File: src/rtl/lsu_ctrl.sv
// lsu_ctrl: single-outstanding load/store initiator; aligned 2 cycles to rsp, fault 1, split size+1 (LSU_MISALIGN_SPLIT_EN).
// Backpressure: req_ready only in IDLE; the response is held in RESP until rsp_ready.
module lsu_ctrl #(
   parameter int MEM_BYTES = 1024
) (
   input  logic        clk,
   input  logic        rst,
   input  logic        req_valid,
   output logic        req_ready,
   input  logic        req_we,
   input  logic [2:0]  req_funct3,
   input  logic [31:0] req_addr,
   input  logic [31:0] req_wdata,
   output logic        rsp_valid,
   input  logic        rsp_ready,
   output logic [31:0] rsp_rdata,
   output logic        rsp_err,
   output logic [1:0]  rsp_cause,
   output logic        mem_read,
   output logic        mem_write,
   output logic [2:0]  mem_funct3,
   output logic [31:0] mem_addr,
   output logic [31:0] mem_wdata,
   input  logic [31:0] mem_rdata
);
   typedef enum logic [1:0] {IDLE = 2'd0, ACCESS = 2'd1, RESP = 2'd2} state_t;
   localparam logic [32:0] MEM_LIMIT = 33'(MEM_BYTES);

   state_t      state, state_nx;
   logic        we_q;
   logic [2:0]  f3_q;
   logic [31:0] addr_q, wdata_q, data_q;
   logic [1:0]  cause_q;
   logic        accept, illegal, out_of_range, misaligned, last_beat;
   logic [2:0]  size;
   logic [32:0] last_byte;
   logic [1:0]  cause_nx;

   assign accept = req_valid && (state == IDLE);

   always_comb begin
      case (req_funct3[1:0])
         2'b01:   size = 3'd2;
         2'b10:   size = 3'd4;
         default: size = 3'd1;
      endcase
      illegal = req_we ? (req_funct3 > 3'd2)
                       : (req_funct3 == 3'b011 || req_funct3[2:1] == 2'b11);
      // 33-bit sum so addresses near 2^32 cannot wrap back into range
      last_byte    = {1'b0, req_addr} + {30'd0, size} - 33'd1;
      out_of_range = last_byte >= MEM_LIMIT;
      misaligned   = (req_funct3[1:0] == 2'b01 && req_addr[0]) ||
                     (req_funct3[1:0] == 2'b10 && req_addr[1:0] != 2'b00);
      cause_nx = 2'd0;
      if (illegal)
         cause_nx = 2'd3;
      else if (out_of_range)
         cause_nx = 2'd2;
`ifndef LSU_MISALIGN_SPLIT_EN
      else if (misaligned)
         cause_nx = 2'd1;
`endif
   end

`ifdef LSU_MISALIGN_SPLIT_EN
   logic        split_q;
   logic [1:0]  cnt, last_idx;
   logic [31:0] asm_nx;

   assign last_idx  = (f3_q[1:0] == 2'b10) ? 2'd3 : ((f3_q[1:0] == 2'b01) ? 2'd1 : 2'd0);
   assign last_beat = !split_q || (cnt == last_idx);

   always_comb begin
      asm_nx = data_q;
      asm_nx[{cnt, 3'b000} +: 8] = mem_rdata[7:0];
   end

   always_ff @(posedge clk or posedge rst) begin
      if (rst) begin
         split_q <= 1'b0;
         cnt     <= 2'd0;
      end else if (accept) begin
         split_q <= misaligned && !illegal && !out_of_range;
         cnt     <= 2'd0;
      end else if (state == ACCESS && split_q) begin
         cnt <= cnt + 2'd1;
      end
   end
`else
   assign last_beat = 1'b1;
`endif

   always_ff @(posedge clk or posedge rst) begin
      if (rst) begin
         state   <= IDLE;
         we_q    <= 1'b0;
         f3_q    <= 3'd0;
         addr_q  <= 32'd0;
         wdata_q <= 32'd0;
         data_q  <= 32'd0;
         cause_q <= 2'd0;
      end else begin
         state <= state_nx;
         if (accept) begin
            we_q    <= req_we;
            f3_q    <= req_funct3;
            addr_q  <= req_addr;
            wdata_q <= req_wdata;
            data_q  <= 32'd0;
            cause_q <= cause_nx;
         end else if (state == ACCESS && !we_q) begin
`ifdef LSU_MISALIGN_SPLIT_EN
            if (!split_q)
               data_q <= mem_rdata;
            else if (last_beat && f3_q == 3'b001)
               data_q <= {{16{asm_nx[15]}}, asm_nx[15:0]};
            else
               data_q <= asm_nx;
`else
            data_q <= mem_rdata;
`endif
         end
      end
   end

   always_comb begin
      state_nx = state;
      case (state)
         IDLE:    if (accept) state_nx = (cause_nx != 2'd0) ? RESP : ACCESS;
         ACCESS:  if (last_beat) state_nx = RESP;
         RESP:    if (rsp_ready) state_nx = IDLE;
         default: state_nx = IDLE;
      endcase
   end

   always_comb begin
      req_ready  = (state == IDLE);
      rsp_valid  = (state == RESP);
      rsp_rdata  = rsp_valid ? data_q : 32'd0;
      rsp_cause  = rsp_valid ? cause_q : 2'd0;
      rsp_err    = rsp_valid && (cause_q != 2'd0);
      mem_read   = 1'b0;
      mem_write  = 1'b0;
      mem_funct3 = 3'd0;
      mem_addr   = 32'd0;
      mem_wdata  = 32'd0;
      if (state == ACCESS) begin
         mem_read   = !we_q;
         mem_write  = we_q;
         mem_funct3 = f3_q;
         mem_addr   = addr_q;
         mem_wdata  = wdata_q;
`ifdef LSU_MISALIGN_SPLIT_EN
         if (split_q) begin
            mem_funct3 = we_q ? 3'b000 : 3'b100;
            mem_addr   = addr_q + {30'd0, cnt};
            mem_wdata  = {24'd0, wdata_q[{cnt, 3'b000} +: 8]};
         end
`endif
      end
   end
endmodule

File: config.mk
export PLATFORM = sky130hd
export DESIGN_NAME = lsu_ctrl
export DESIGN_NICKNAME = d
export VERILOG_FILES = /design/src/rtl/lsu_ctrl.sv
export SDC_FILE = /design/constraint.sdc
export NUM_CORES = 1
export LEC_CHECK = 0
export ABC_AREA = 1
export CAP_MARGIN = 20
export CORE_MARGIN = 2
export CORE_UTILIZATION = 25
export DETAILED_ROUTE_END_ITERATION = 6
export DONT_BUFFER_PORTS = 1
export SLEW_MARGIN = 10
export SYNTH_ARGS = -nofsm -noshare
export SYNTH_HDL_FRONTEND = slang
export SYNTH_SLANG_ARGS = --single-unit
File: constraint.sdc
create_clock -name clk -period 8.72 [get_ports clk]
set_clock_uncertainty 0.15 [all_clocks]
set_input_delay 0.872 -clock clk [delete_from_list [all_inputs] [get_ports clk]]
set_output_delay 0.872 -clock clk [all_outputs]
set_load 0.02 [all_outputs]
==> metrics list <==
* PostCTS Resize Cnt: 0
* Final critical-path share of the clock period: 39.2%
- In this design, the critical path's most frequently occurring cell is sky130_fd_sc_hd__nand2_1.
* Internal Power: 887 uW
- After legalization and detailed placement, the total HPWL measured 18,600 um.
- The worst register-to-register path has a setup slack of 6.35 ns.
- Main area contributors after synthesis: sky130_fd_sc_hd__dfrtp_1 (35%), sky130_fd_sc_hd__nand2_1 (17%), sky130_fd_sc_hd__inv_1 (13%)
* Pin count of the biggest net entering global routing: 74
- After layout, the minimum clock period comes to 3.42 ns.
* Count of max-cap constraint violations: 0
- Critical path arrival: 3.52 ns
* Number of placed instances with taps included: 1,569
* Final worst slack: 5.30 ns
- Post-Synthesis Cells: 1,203
* Type of origin of the critical path: primary input
- Walking the worst path, the cells encountered are inv_1 -> ha_1 -> inv_1 -> ha_1 -> inv_1 -> ha_1 -> inv_1 -> fa_1 -> inv_1 -> nand3_1 -> nand2_1 -> nand2_1 -> nand2_1 -> nand2_1 -> nand2_1 -> nand2_1 -> nand3_1 -> nand2_1 -> nor2_1 -> nand2_1 -> nor2_1 -> nand3_1 -> o21ai_1 -> inv_1.
- Post-Place Worst Slack: 4.96 ns
* I/O pin count: 210
- After floorplanning, the core was sized to cover 29,600 sq um.
- Total area of multi-input combinational cells: 3760 sq um
- The tightest min-delay check is of the primary input to async pin type.
- Clock sink count: 104
* Final number of setup-violating endpoints: 0
- At the end of the flow, the number of nets in the layout was 1,333.
* Buffer and inverter count on the worst path: 6
- Number of buffer cells added on primary ports: 0
- Initial antenna violation count: 0
- The cell area that synthesis handed to floorplanning was 7480 sq um.
- The worst setup path is of the primary input to flip-flop kind.
- Actual slew at the worst max-slew pin: 0.803 ns
- Worst reg2reg endpoint: wdata_q[24]$_DFFE_PP0P_
- Tot GR Track Use: 14.0%
- Area growth syn-to-layout: 10.0%
- Net Count, Synth: 1,346
- Clock network power share: 30.8%
- Final cell count without fillers: 1,585
- Hold_buf cts: 0
* Mean area per synthesized cell: 6.22 sq um
* Portion of total power attributed to sequential cells: 42.8%
- Standard-cell row count: 63
- Per report_power, the combinational group accounts for 26.4% of the total.
- Routed WL per cell: 14.2 um
* CP max stage delay: 0.35 ns
- In this run the power spent charging and discharging nets is 458 uW.
- For this run, design rule violations remaining after detail routing come to 0.
- CTS placed an instance of sky130_fd_sc_hd__clkbuf_16 at the clock tree root.
- Required time reported for the critical path endpoint: 8.82 ns
- Final hold violations: 0
- The run finished with clean final reports.
* Clock tree from TritonCTS: done
- The first global-routing pass estimated 33,500 um of wire.
- Yosys synthesis warning count: 0
- Capturing element type of the critical path: flip-flop
- The congestion estimate from routability-driven global placement came to 0.929.
- Peak VDD IR: 0.0732 mV
- Detailed Routing Iterations Pass 1: 5
* Number of buffers added for setup after CTS: 0
* Number of cell instances on the worst register-to-register path: 6
* Routed via count divided by cell count: 4.36
- Adding up every negative setup slack in the final design gives 0 ns.
* Count of routing violations after the opening detailed-route iteration: 290
- Fmax: 292 MHz
- Clock-pin transition on the worst setup and hold timing paths: 0.07 ns
* Max Fanout on Critical Path: 5
- Summed over all cells, the static leakage comes to 4.42 nW.
- Sum of overflow across all layers after global routing: 0
* Clock H-tree levels: 3
* DRT Wirelength: 22,500 um
- Once the floorplan was initialized, standard cells occupied 25.3% of the core.
* Clock latency on the worst-skew pair: 0.35 ns
- Vias in the first global route: 6,419
- In this run the critical register-to-register path is launched from state[1]$_DFFE_PP0P_.
- Dominant delay contributor by cell family on the critical path: simple AND/OR/NAND/NOR gates
- In this run the power density over the cells is 164 nW/um^2.
- Proportion of layout cells with a drive suffix above 1: 3.77%
- Final ANT Viol Nets: 0
- The routed layout has 6,917 vias.
* Final Max Slew Viols: 0
- After synthesis, the largest area contributor takes up 34.8% of total cell area.
* Sequential cell area: 2600 sq um
* Width of the chip: 177 um
* Maximum buffer depth of the clock tree: 2
- From bottom edge to top edge, the die measures 177 um.
- Number of unique standard cell types used by synthesis: 30
- Most area-hungry cell type in the Yosys netlist: sky130_fd_sc_hd__dfrtp_1
* RSZ-0062 raised after global routing: no
- The die covers 31,300 sq um.
- Measured against its own limit, the worst slew margin works out to 46.4%.
- After filler insertion, the fill cell instance count of the layout stands at 3,300.
- The number of clock buffers added by TritonCTS is 9.
* Diode insertion count for antenna repair: 0
- Net switching is 34.1% of the power.
- Synthesis inferred 104 register bits.
* Standard cell with the maximum stage delay on the critical path: sky130_fd_sc_hd__fa_1
- Sequential cells were found to cover 34.8% of the synthesized design area.
power by group through the flow:
stage	Sequential (mW)	Combinational (mW)	Clock, mW
4_1_cts	0.576	0.360	0.433
3_5_place_dp	0.585	0.358	0
2_1_floorplan	0.577	0.266	0
3_3_place_gp	0.583	0.352	0
5_1_grt	0.584	0.411	0.451
6_report	0.575	0.356	0.415
state kept, by name, summed over array words and instances (netlist names):
register,count
addr_q,32
data_q,32
wdata_q,32
f3_q,3
cause_q,2
state,2
we_q,1
through the flow:
step | utilization (%) | instance area [sq um] | total power [mW] | hold slack (ns)
3_3_place_gp | 26.7 | 7900 | 0.936 | 0.316
5_1_grt | 27.8 | 8230 | 1.45 | 0.315
4_1_cts | 27.8 | 8230 | 1.37 | 0.289
2_1_floorplan | - | 7480 | 0.843 | 0.303
6_report | 27.8 | 8230 | 1.35 | 0.274
3_5_place_dp | 26.8 | 7930 | 0.943 | 0.323
cells in the final DEF, fill, tap and decap left out, types with 2 or more instances in the layout:
cell	instances
sky130_fd_sc_hd__nand2_2	9
sky130_fd_sc_hd__dfrtp_1	104
sky130_fd_sc_hd__clkbuf_16	9
sky130_fd_sc_hd__nor2_2	4
sky130_fd_sc_hd__nand3_2	3
sky130_fd_sc_hd__ha_1	38
sky130_fd_sc_hd__inv_1	265
sky130_fd_sc_hd__o21ai_0	109
sky130_fd_sc_hd__nor2_1	179
sky130_fd_sc_hd__nand3_1	45
sky130_fd_sc_hd__a21oi_1	26
sky130_fd_sc_hd__and2_1	4
sky130_fd_sc_hd__nand3b_1	7
sky130_fd_sc_hd__nor3_2	3
sky130_fd_sc_hd__o21bai_1	3
sky130_fd_sc_hd__nor3_1	3
sky130_fd_sc_hd__buf_4	5
sky130_fd_sc_hd__xnor2_1	2
sky130_fd_sc_hd__nand4_1	9
sky130_fd_sc_hd__clkbuf_1	2
sky130_fd_sc_hd__o21ai_1	2
sky130_fd_sc_hd__nand2_1	347
layer usage:
metal / part of all wire [%] / vias to the layer above / global-route usage (%)
li1: - / 3572 / -
met1: 39 / 3096 / 15.0
met2: 50 / 210 / 25.7
met3: 7.8 / 39 / 3.84
met4: 2.7 / 0 / 5.82
met5: 0 / - / 0
how the worst max path moves through the flow:
stage / end / cells past startpoint / from
6_report: cause_q[1]$_DFFE_PP0P_ / 24 / req_funct3[1]
5_1_grt: cause_q[1]$_DFFE_PP0P_ / 24 / req_funct3[1]
4_1_cts: cause_q[1]$_DFFE_PP0P_ / 24 / req_funct3[1]
3_5_place_dp: cause_q[1]$_DFFE_PP0P_ / 24 / req_funct3[1]
3_3_place_gp: cause_q[1]$_DFFE_PP0P_ / 24 / req_funct3[1]
2_1_floorplan: addr_q[0]$_DFFE_PP0P_ / 1 / rst
cells by family after synthesis:
logic type | Yosys count | synth area share (%)
XOR/XNOR | 2 | 0.234
adder cells (fa/ha/maj) | 39 | 6.62
buffers and inverters | 299 | 15.0
AO/OA/AOI/OAI | 143 | 9.80
AND/OR/NAND/NOR | 616 | 33.5
flip-flops | 104 | 34.8
cell usage after synthesis (all sizes together):
cell	instances
a21oi	27
and2	4
buf	4
clkbuf	27
dfrtp	104
fa	1
ha	38
inv	268
nand2	356
nand3	48
nand3b	7
nand4	9
nor2	184
nor3	6
o21a	1
o21ai	111
o21bai	3
o221ai	1
or2	2
xnor2	2
area by class of cell:
cell class	instances	area share, %
Multi-Input combinational cell	800	45.7
Inverter	268	12.3
Timing Repair Buffer	7	0.882
Clock buffer	12	2.99
Clock inverter	4	0.638
Tap cell	390	5.93
Sequential cell	104	31.6
Power figures use the tool's default switching activity.
